`src/rtl/shift_pkg.sv`:
```
// Shared types and helpers for the two-stage shift execution unit.
// Rotate support is selected by the SHIFT_ROTATE_EN macro in shift_exec_pipe.sv.
package shift_pkg;

  localparam int XLEN    = 32;
  localparam int SHAMT_W = 5;

  typedef enum logic [2:0] {
    OP_SLL = 3'd0,
    OP_SRL = 3'd1,
    OP_SRA = 3'd2,
    OP_ROL = 3'd3,
    OP_ROR = 3'd4
  } shift_op_e;

  localparam logic [XLEN-1:0] ALL_ONES = {XLEN{1'b1}};

  function automatic logic [31:0] bit_rev32(input logic [31:0] v);
    logic [31:0] r;
    r = 32'h0000_0000;
    for (int i = 0; i < 32; i++) begin
      r[i] = v[31-i];
    end
    return r;
  endfunction

endpackage

```
`src/rtl/shift_exec_pipe_if.sv`:
```
// Upstream op and downstream result handshakes of shift_exec_pipe.
// slave is the unit's view, master is the driver/consumer view.
interface shift_exec_pipe_if
  import shift_pkg::*;
#(
  parameter int TAG_W = 5
) ();

  logic               in_valid;
  logic               in_ready;
  logic [2:0]         in_op;
  logic [XLEN-1:0]    in_data;
  logic [SHAMT_W-1:0] in_shamt;
  logic [TAG_W-1:0]   in_tag;
  logic               out_valid;
  logic               out_ready;
  logic [XLEN-1:0]    out_result;
  logic [TAG_W-1:0]   out_tag;
  logic               out_illegal;

  modport slave (
    input  in_valid, in_op, in_data, in_shamt, in_tag, out_ready,
    output in_ready, out_valid, out_result, out_tag, out_illegal
  );

  modport master (
    output in_valid, in_op, in_data, in_shamt, in_tag, out_ready,
    input  in_ready, out_valid, out_result, out_tag, out_illegal
  );

endinterface

```
`src/rtl/barrel_shifter_left.sv`:
```
// Logarithmic left barrel shifter; zero fill, one stage per amount bit.
module barrel_shifter_left #(
  parameter int WIDTH = 32,
  parameter int AMT_W = 5
) (
  input  logic [WIDTH-1:0] data_i,
  input  logic [AMT_W-1:0] amt_i,
  output logic [WIDTH-1:0] data_o
);

  logic [WIDTH-1:0] shifted_s;

  // Stage k shifts by 2**k when amount bit k is set.
  always_comb begin
    shifted_s = data_i;
    for (int i = 0; i < AMT_W; i++) begin
      shifted_s = amt_i[i] ? (shifted_s << (32'd1 << i)) : shifted_s;
    end
  end

  assign data_o = shifted_s;

endmodule

```
`src/rtl/shift_exec_pipe.sv`:
```
// Two-stage pipelined shift unit; every direction is built from left shifts and bit reversal.
// Define SHIFT_ROTATE_EN to make ROL/ROR legal; otherwise op codes 3 and 4 report illegal.
module shift_exec_pipe #(
  parameter int XLEN  = shift_pkg::XLEN,
  parameter int TAG_W = 5
) (
  input  logic             clk,
  input  logic             rst_n,
  input  logic             flush,
  shift_exec_pipe_if.slave io
);
  import shift_pkg::*;

  if (XLEN != 32) begin : g_xlen_check
    $error("shift_exec_pipe: only XLEN=32 is supported");
  end

  logic               s1_valid_q, s1_valid_d, s1_load_s;
  logic [2:0]         s1_op_q;
  logic [XLEN-1:0]    s1_data_q;
  logic [SHAMT_W-1:0] s1_shamt_q;
  logic [TAG_W-1:0]   s1_tag_q;
  logic               s2_valid_q, s2_valid_d, s2_load_s;
  logic [XLEN-1:0]    s2_result_q;
  logic [TAG_W-1:0]   s2_tag_q;
  logic               s2_illegal_q;
  logic               s2_adv_s, in_ready_s;

  logic [XLEN-1:0]    x_rev_s, main_in_s, aux_in_s, main_out_s, aux_out_s, res_s;
  logic [SHAMT_W-1:0] main_amt_s, aux_amt_s;
  logic               illegal_s;
`ifdef SHIFT_ROTATE_EN
  logic [SHAMT_W-1:0] rot_amt_s;
`endif

  assign s2_adv_s   = !s2_valid_q || io.out_ready;
  assign in_ready_s = !s1_valid_q || s2_adv_s;

  // Stage valids: flush wins over accept and advance; data registers load only on a real move.
  always_comb begin
    s1_valid_d = s1_valid_q;
    s1_load_s  = 1'b0;
    s2_valid_d = s2_valid_q;
    s2_load_s  = 1'b0;
    if (flush) begin
      s1_valid_d = 1'b0;
      s2_valid_d = 1'b0;
    end else begin
      if (in_ready_s) begin
        s1_valid_d = io.in_valid;
        s1_load_s  = io.in_valid;
      end else begin
        s1_valid_d = s1_valid_q;
      end
      if (s2_adv_s) begin
        s2_valid_d = s1_valid_q;
        s2_load_s  = s1_valid_q;
      end else begin
        s2_valid_d = s2_valid_q;
      end
    end
  end

  // Shifter operand selection: right shifts run on the reversed operand.
  always_comb begin
    x_rev_s    = bit_rev32(s1_data_q);
    main_in_s  = ((s1_op_q == OP_SRL) || (s1_op_q == OP_SRA)) ? x_rev_s : s1_data_q;
    main_amt_s = s1_shamt_q;
    aux_in_s   = ALL_ONES;
    aux_amt_s  = s1_shamt_q;
`ifdef SHIFT_ROTATE_EN
    // ROR by s is ROL by (32-s)&31; the wrap term shifts rev(x) by the complement amount.
    rot_amt_s = (s1_op_q == OP_ROR) ? (5'd0 - s1_shamt_q) : s1_shamt_q;
    if ((s1_op_q == OP_ROL) || (s1_op_q == OP_ROR)) begin
      main_amt_s = rot_amt_s;
      aux_in_s   = x_rev_s;
      aux_amt_s  = 5'd0 - rot_amt_s;
    end else begin
      main_amt_s = s1_shamt_q;
    end
`endif
  end

  barrel_shifter_left #(.WIDTH(XLEN), .AMT_W(SHAMT_W)) u_shl_main (
    .data_i (main_in_s),
    .amt_i  (main_amt_s),
    .data_o (main_out_s)
  );

  barrel_shifter_left #(.WIDTH(XLEN), .AMT_W(SHAMT_W)) u_shl_aux (
    .data_i (aux_in_s),
    .amt_i  (aux_amt_s),
    .data_o (aux_out_s)
  );

  // Result assembly; the aux shifter supplies the sign-fill mask or the rotate wrap term.
  always_comb begin
    res_s     = {XLEN{1'b0}};
    illegal_s = 1'b0;
    case (s1_op_q)
      OP_SLL: res_s = main_out_s;
      OP_SRL: res_s = bit_rev32(main_out_s);
      OP_SRA: res_s = bit_rev32(main_out_s) |
                      (s1_data_q[31] ? ~bit_rev32(aux_out_s) : {XLEN{1'b0}});
`ifdef SHIFT_ROTATE_EN
      OP_ROL, OP_ROR: res_s = main_out_s |
                      ((rot_amt_s == 5'd0) ? {XLEN{1'b0}} : bit_rev32(aux_out_s));
`endif
      default: begin
        res_s     = {XLEN{1'b0}};
        illegal_s = 1'b1;
      end
    endcase
  end

  // Pipeline registers for both stages.
  always_ff @(posedge clk or negedge rst_n) begin
    if (!rst_n) begin
      s1_valid_q   <= 1'b0;
      s1_op_q      <= 3'd0;
      s1_data_q    <= {XLEN{1'b0}};
      s1_shamt_q   <= {SHAMT_W{1'b0}};
      s1_tag_q     <= {TAG_W{1'b0}};
      s2_valid_q   <= 1'b0;
      s2_result_q  <= {XLEN{1'b0}};
      s2_tag_q     <= {TAG_W{1'b0}};
      s2_illegal_q <= 1'b0;
    end else begin
      s1_valid_q <= s1_valid_d;
      s2_valid_q <= s2_valid_d;
      if (s1_load_s) begin
        s1_op_q    <= io.in_op;
        s1_data_q  <= io.in_data;
        s1_shamt_q <= io.in_shamt;
        s1_tag_q   <= io.in_tag;
      end
      if (s2_load_s) begin
        s2_result_q  <= res_s;
        s2_tag_q     <= s1_tag_q;
        s2_illegal_q <= illegal_s;
      end
    end
  end

  assign io.in_ready    = in_ready_s;
  assign io.out_valid   = s2_valid_q;
  assign io.out_result  = s2_result_q;
  assign io.out_tag     = s2_tag_q;
  assign io.out_illegal = s2_illegal_q;

endmodule

```
`src/flat_wrapper.sv`:
```
// flat-port wrapper written by rule: the top's interface ports become plain ports
module shift_exec_pipe_flat import shift_pkg::*;
#(
  parameter int XLEN  = shift_pkg::XLEN,
  parameter int TAG_W = 5
)
  (clk, rst_n, flush, io_in_valid, io_in_op, io_in_data, io_in_shamt, io_in_tag, io_out_ready, io_in_ready, io_out_valid, io_out_result, io_out_tag, io_out_illegal);
  shift_exec_pipe_if #(.TAG_W(TAG_W)) io_i ();
  input  logic clk;
  input  logic rst_n;
  input  logic flush;
  input wire logic [$bits(io_i.in_valid)-1:0] io_in_valid;
  input wire logic [$bits(io_i.in_op)-1:0] io_in_op;
  input wire logic [$bits(io_i.in_data)-1:0] io_in_data;
  input wire logic [$bits(io_i.in_shamt)-1:0] io_in_shamt;
  input wire logic [$bits(io_i.in_tag)-1:0] io_in_tag;
  input wire logic [$bits(io_i.out_ready)-1:0] io_out_ready;
  output wire logic [$bits(io_i.in_ready)-1:0] io_in_ready;
  output wire logic [$bits(io_i.out_valid)-1:0] io_out_valid;
  output wire logic [$bits(io_i.out_result)-1:0] io_out_result;
  output wire logic [$bits(io_i.out_tag)-1:0] io_out_tag;
  output wire logic [$bits(io_i.out_illegal)-1:0] io_out_illegal;
  assign io_i.in_valid = io_in_valid;
  assign io_i.in_op = io_in_op;
  assign io_i.in_data = io_in_data;
  assign io_i.in_shamt = io_in_shamt;
  assign io_i.in_tag = io_in_tag;
  assign io_i.out_ready = io_out_ready;
  assign io_in_ready = io_i.in_ready;
  assign io_out_valid = io_i.out_valid;
  assign io_out_result = io_i.out_result;
  assign io_out_tag = io_i.out_tag;
  assign io_out_illegal = io_i.out_illegal;
  shift_exec_pipe #(.XLEN(XLEN), .TAG_W(TAG_W)) u_core (.clk(clk), .rst_n(rst_n), .flush(flush), .io(io_i));
endmodule
```
`config.mk`:
```
export PLATFORM = sky130hd
export DESIGN_NAME = shift_exec_pipe_flat
export DESIGN_NICKNAME = d
export VERILOG_FILES = /design/src/rtl/shift_pkg.sv /design/src/rtl/shift_exec_pipe_if.sv /design/src/rtl/barrel_shifter_left.sv /design/src/rtl/shift_exec_pipe.sv /design/src/flat_wrapper.sv
export SDC_FILE = /design/constraint.sdc
export NUM_CORES = 1
export LEC_CHECK = 0
export ABC_AREA = 1
export ABC_CLOCK_PERIOD_IN_PS = 3020
export CAP_MARGIN = 20
export CORE_ASPECT_RATIO = 0.75
export CORE_MARGIN = 1.5
export CORE_UTILIZATION = 61
export CTS_BUF_LIST = sky130_fd_sc_hd__clkbuf_8
export CTS_CLUSTER_SIZE = 14
export DETAILED_ROUTE_END_ITERATION = 8
export PLACE_DENSITY = 0.88
export SLEW_MARGIN = 25
export SYNTH_ARGS = -nofsm -noshare
export SYNTH_HDL_FRONTEND = slang
export SYNTH_SLANG_ARGS = --single-unit
```
`constraint.sdc`:
```
create_clock -name clk -period 3.02 [get_ports clk]
set_input_delay 0.604 -clock clk [delete_from_list [all_inputs] [get_ports clk]]
set_output_delay 0.604 -clock clk [all_outputs]
set_load 0.1 [all_outputs]
```
==> out/summary.txt <==
via count = 7069
Clock Sinks = 85
CTS H-tree lvls = 3
Yosys warnings = 0
worst hold path type = input port to async pin
FF-to-FF setup slack = 0.49 ns
first-pass GRT wire length = 31.3 mm
Post-DP Area = 6970 um2
Worst R2R Start = u_core.s1_op_q[1]$_DFFE_PN0P_
DIE AREA = 10500 um2
worst reg-to-reg path cell count = 15
post-CTS setup buffers = 0
Critical Path Most Common Cell = nand2_1
delay-heaviest family, CP = simple AND/OR/NAND/NOR gates
post-synth cell types = 26
Int Pwr = 0.00241 W
clk_skew = 0.0142 ns
final hold violations = 0
Worst VDD drop = 0.000470 V
Final ANT Viol Nets = 0
# rows = 31
maxcap violations = 0
Avg Cell Area, Syn = 6.24 um2
switching power total = 0.00254 W
CP cell instances = nor2_2 > nand2_2 > nand2_2 > buf_4 > nand2_1 > nand3_1 > nand3_1 > nand3_1 > nand2_1 > nand2_1 > nand3_1 > nand2_1 > nand2_1 > nand2_1 > a21oi_1
largest net degree at the start of global routing = 46
drt pass-1 iters = 6
Worst path slowest cell = dfrtp_1
initial antenna violation count = 0
worst flop-to-flop path endpoint = u_core.io.out_result[2]$_DFFE_PN0P_
crit end category = register
Post-CTS Hold Buffers = 0
Top FF cell, synth = dfrtp_1
gr usage total = 38.2%
Simple-Gate Fraction of Synth Area = 44.0%
DP HPWL = 14.6 mm
CORE AREA = 9660 um2
CTS Buf Count = 9
Avg WL per Cell = 16.7 um
Worst-Margin Slew = 0.568 ns
critical path depth = 15
EDFF count, synth = 0
CP bufs+invs = 1
fraction of final layout cells sized beyond drive strength 1 = 9.51%
fin util = 74.4%
Lkg Pwr = 3.61 nW
Top-Level Pins = 90
CP peak stage delay = 0.43 ns
Resized cells post-CTS = 0
fin crit share = 83.6%
DRC Markers = 0
XOR/XNOR Fraction of Synth Area = 0%
P&R area growth vs syn = 18.7%
CTS tree = done
clock-pin slew on the worst setup and hold paths = 0.10 ns
Ant. Diodes = 0
critical path type = register to register
flops & latches, synth = 85
grt ovf = 0
worst path required time = 3.29 ns
crit path max fanout = 26
Switching Share = 51.3%
Total Neg Setup Slack = 0 ns
Starting Density = 62.7%
final slew viol count = 0
Seq/Total Area, Yosys = 35.1%
status = finished, final reports clean
CP startpoint = u_core.s1_op_q[1]$_DFFE_PN0P_
wirelength, routed = 19.6 mm
number of vias per cell = 6.03
Final Cell Area = 7190 um2
Mapped Cells = 970
area occupied by multi-input gates = 3360 um2
asr flop ratio synth = 100%
Slew headroom = 61.9%
clock share of power = 18.1%
clock buffer depth = 2
Mapped Area = 6050 um2
mux contribution to synthesized area = 0.930%
Final nets = 1086
Comb power frac = 52.7%
Setup Viol. Count Final = 0
RSZ-0062 raised after global routing = false
minimum clock period = 2.53 ns
root buf cell = clkbuf_8
die width = 118 um
Clk Latency, worst-skew pair = 0.39 ns
Critical Path Start Type = register
compound-cell area share of the yosys netlist = 10.5%
Chip Height = 89.3 um
Power Density = 688 nW/um2
PortBufs = 89
syn nets = 1020
FF/Latch Area = 2130 um2
Setup crit end = u_core.io.out_result[2]$_DFFE_PN0P_
Adder-Cell Fraction of Synth Area = 0%
Arrival @ worst endpoint = 2.80 ns
First DRT Iteration DRCs = 1305
largest family of logic cells by synthesized area = simple AND/OR/NAND/NOR gates
vias in the first global route = 6218
number of fill cells = 784
Seq pwr share = 29.2%
f_max = 396 MHz
RePlAce Congestion = 1.06
==> Yosys cell counts, types with 2 or more instances <==
cell type / instances / area share [%]
a21oi_1: 78 / 6.4
buf_1: 17 / 1.1
buf_2: 16 / 1.3
buf_6: 2 / 0.37
clkbuf_1: 26 / 1.6
clkinv_1: 5 / 0.31
dfrtp_1: 85 / 35
inv_1: 73 / 4.5
inv_2: 2 / 0.12
mux2_2: 5 / 0.93
nand2_1: 229 / 14
nand2_2: 2 / 0.21
nand3_1: 262 / 22
nand4_1: 3 / 0.31
nor2_1: 109 / 6.8
nor2_2: 2 / 0.21
nor3_1: 3 / 0.25
o21ai_0: 40 / 3.3
o21ai_1: 4 / 0.33
==> sequential cells by signal, indices dropped and copies added, names as in the netlist <==
signal,flops
u_core.aux_amt_s,5
u_core.s1_tag_q,5
u_core.io.out_illegal,1
u_core.s1_op_q,3
u_core.io.out_tag,5
u_core.io.out_result,32
u_core.s1_valid_q,1
u_core.io.out_valid,1
u_core.s1_data_q,32
==> cells in the final DEF, fill, tap and decap left out, drive strengths merged <==
cell / count
bufinv: 1
o21ai: 44
o211ai: 1
o31ai: 1
nand2: 231
and2: 1
nor2: 111
clkbuf: 10
nand4: 3
nand3: 263
clkinv: 6
clkinvlp: 1
clkdlybuf4s50: 48
nand3b: 1
a21oi: 78
dfrtp: 85
inv: 78
mux2: 5
buf: 69
nor3: 3
o21bai: 1
==> area by class of cell <==
class / count / area share [%]
Clock buffer: 10 / 1.92
Inverter: 80 / 4.18
Multi-Input combinational cell: 743 / 46.7
Clock inverter: 6 / 1.04
Tap cell: 132 / 2.30
Sequential cell: 85 / 29.6
Timing Repair Buffer: 117 / 14.2
==> how the worst min path moves through the flow <==
stage,start,endpoint,slack (ns),cells past startpoint
3_5_place_dp,u_core.io.out_result[22]$_DFFE_PN0P_,u_core.io.out_result[22]$_DFFE_PN0P_,0.48,2
4_1_cts,rst_n,u_core.s1_data_q[17]$_DFFE_PN0P_,0.22,1
6_report,rst_n,u_core.s1_data_q[17]$_DFFE_PN0P_,0.19,1
3_3_place_gp,u_core.io.out_result[21]$_DFFE_PN0P_,u_core.io.out_result[21]$_DFFE_PN0P_,0.47,2
2_1_floorplan,rst_n,u_core.aux_amt_s[0]$_DFFE_PN0P_,0.31,0
5_1_grt,rst_n,u_core.s1_data_q[14]$_DFFE_PN0P_,0.23,1
==> power groups by stage <==
stage	Sequential (W)	Combinational, W	Clock (W)
finish	0.00144	0.00261	0.000893
CTS	0.00144	0.00255	0.000891
floorplan	0.00219	0.00115	0
global placement	0.00145	0.00253	0
global route	0.00147	0.00279	0.000943
detailed placement	0.00146	0.00254	0
==> per-layer routing <==
| metal | global-route usage [%] | part of all wire (%) | wire length (um) | up-vias |
|---|---|---|---|---|
| met3 | 11.7 | 13 | 2520 | 55 |
| met5 | 0 | 0 | 0 | - |
| met4 | 13.2 | 2.5 | 499 | 0 |
| li1 | - | - | - | 3323 |
| met2 | 55.7 | 42 | 8200 | 472 |
| met1 | 54.1 | 43 | 8380 | 3219 |
==> cells by family after synthesis <==
| logic type | count (synthesis) |
|---|---|
| and+or+nand+nor | 613 |
| AOI/OAI and AO/OA | 125 |
| buffers and inverters | 142 |
| DFF | 85 |
| muxes | 5 |
==> metrics by stage <==
stage               instances  power, W  hold slack (ns)  setup WS, ns
finish                   1173   0.00495            0.193         0.494
global route             1173   0.00520            0.235         0.293
CTS                      1173   0.00488            0.216         0.605
detailed placement       1157   0.00400            0.482         0.617
global placement         1157   0.00398            0.466         0.650
floorplan                 970   0.00334            0.308         0.151
(Power assumes the default switching activity.)
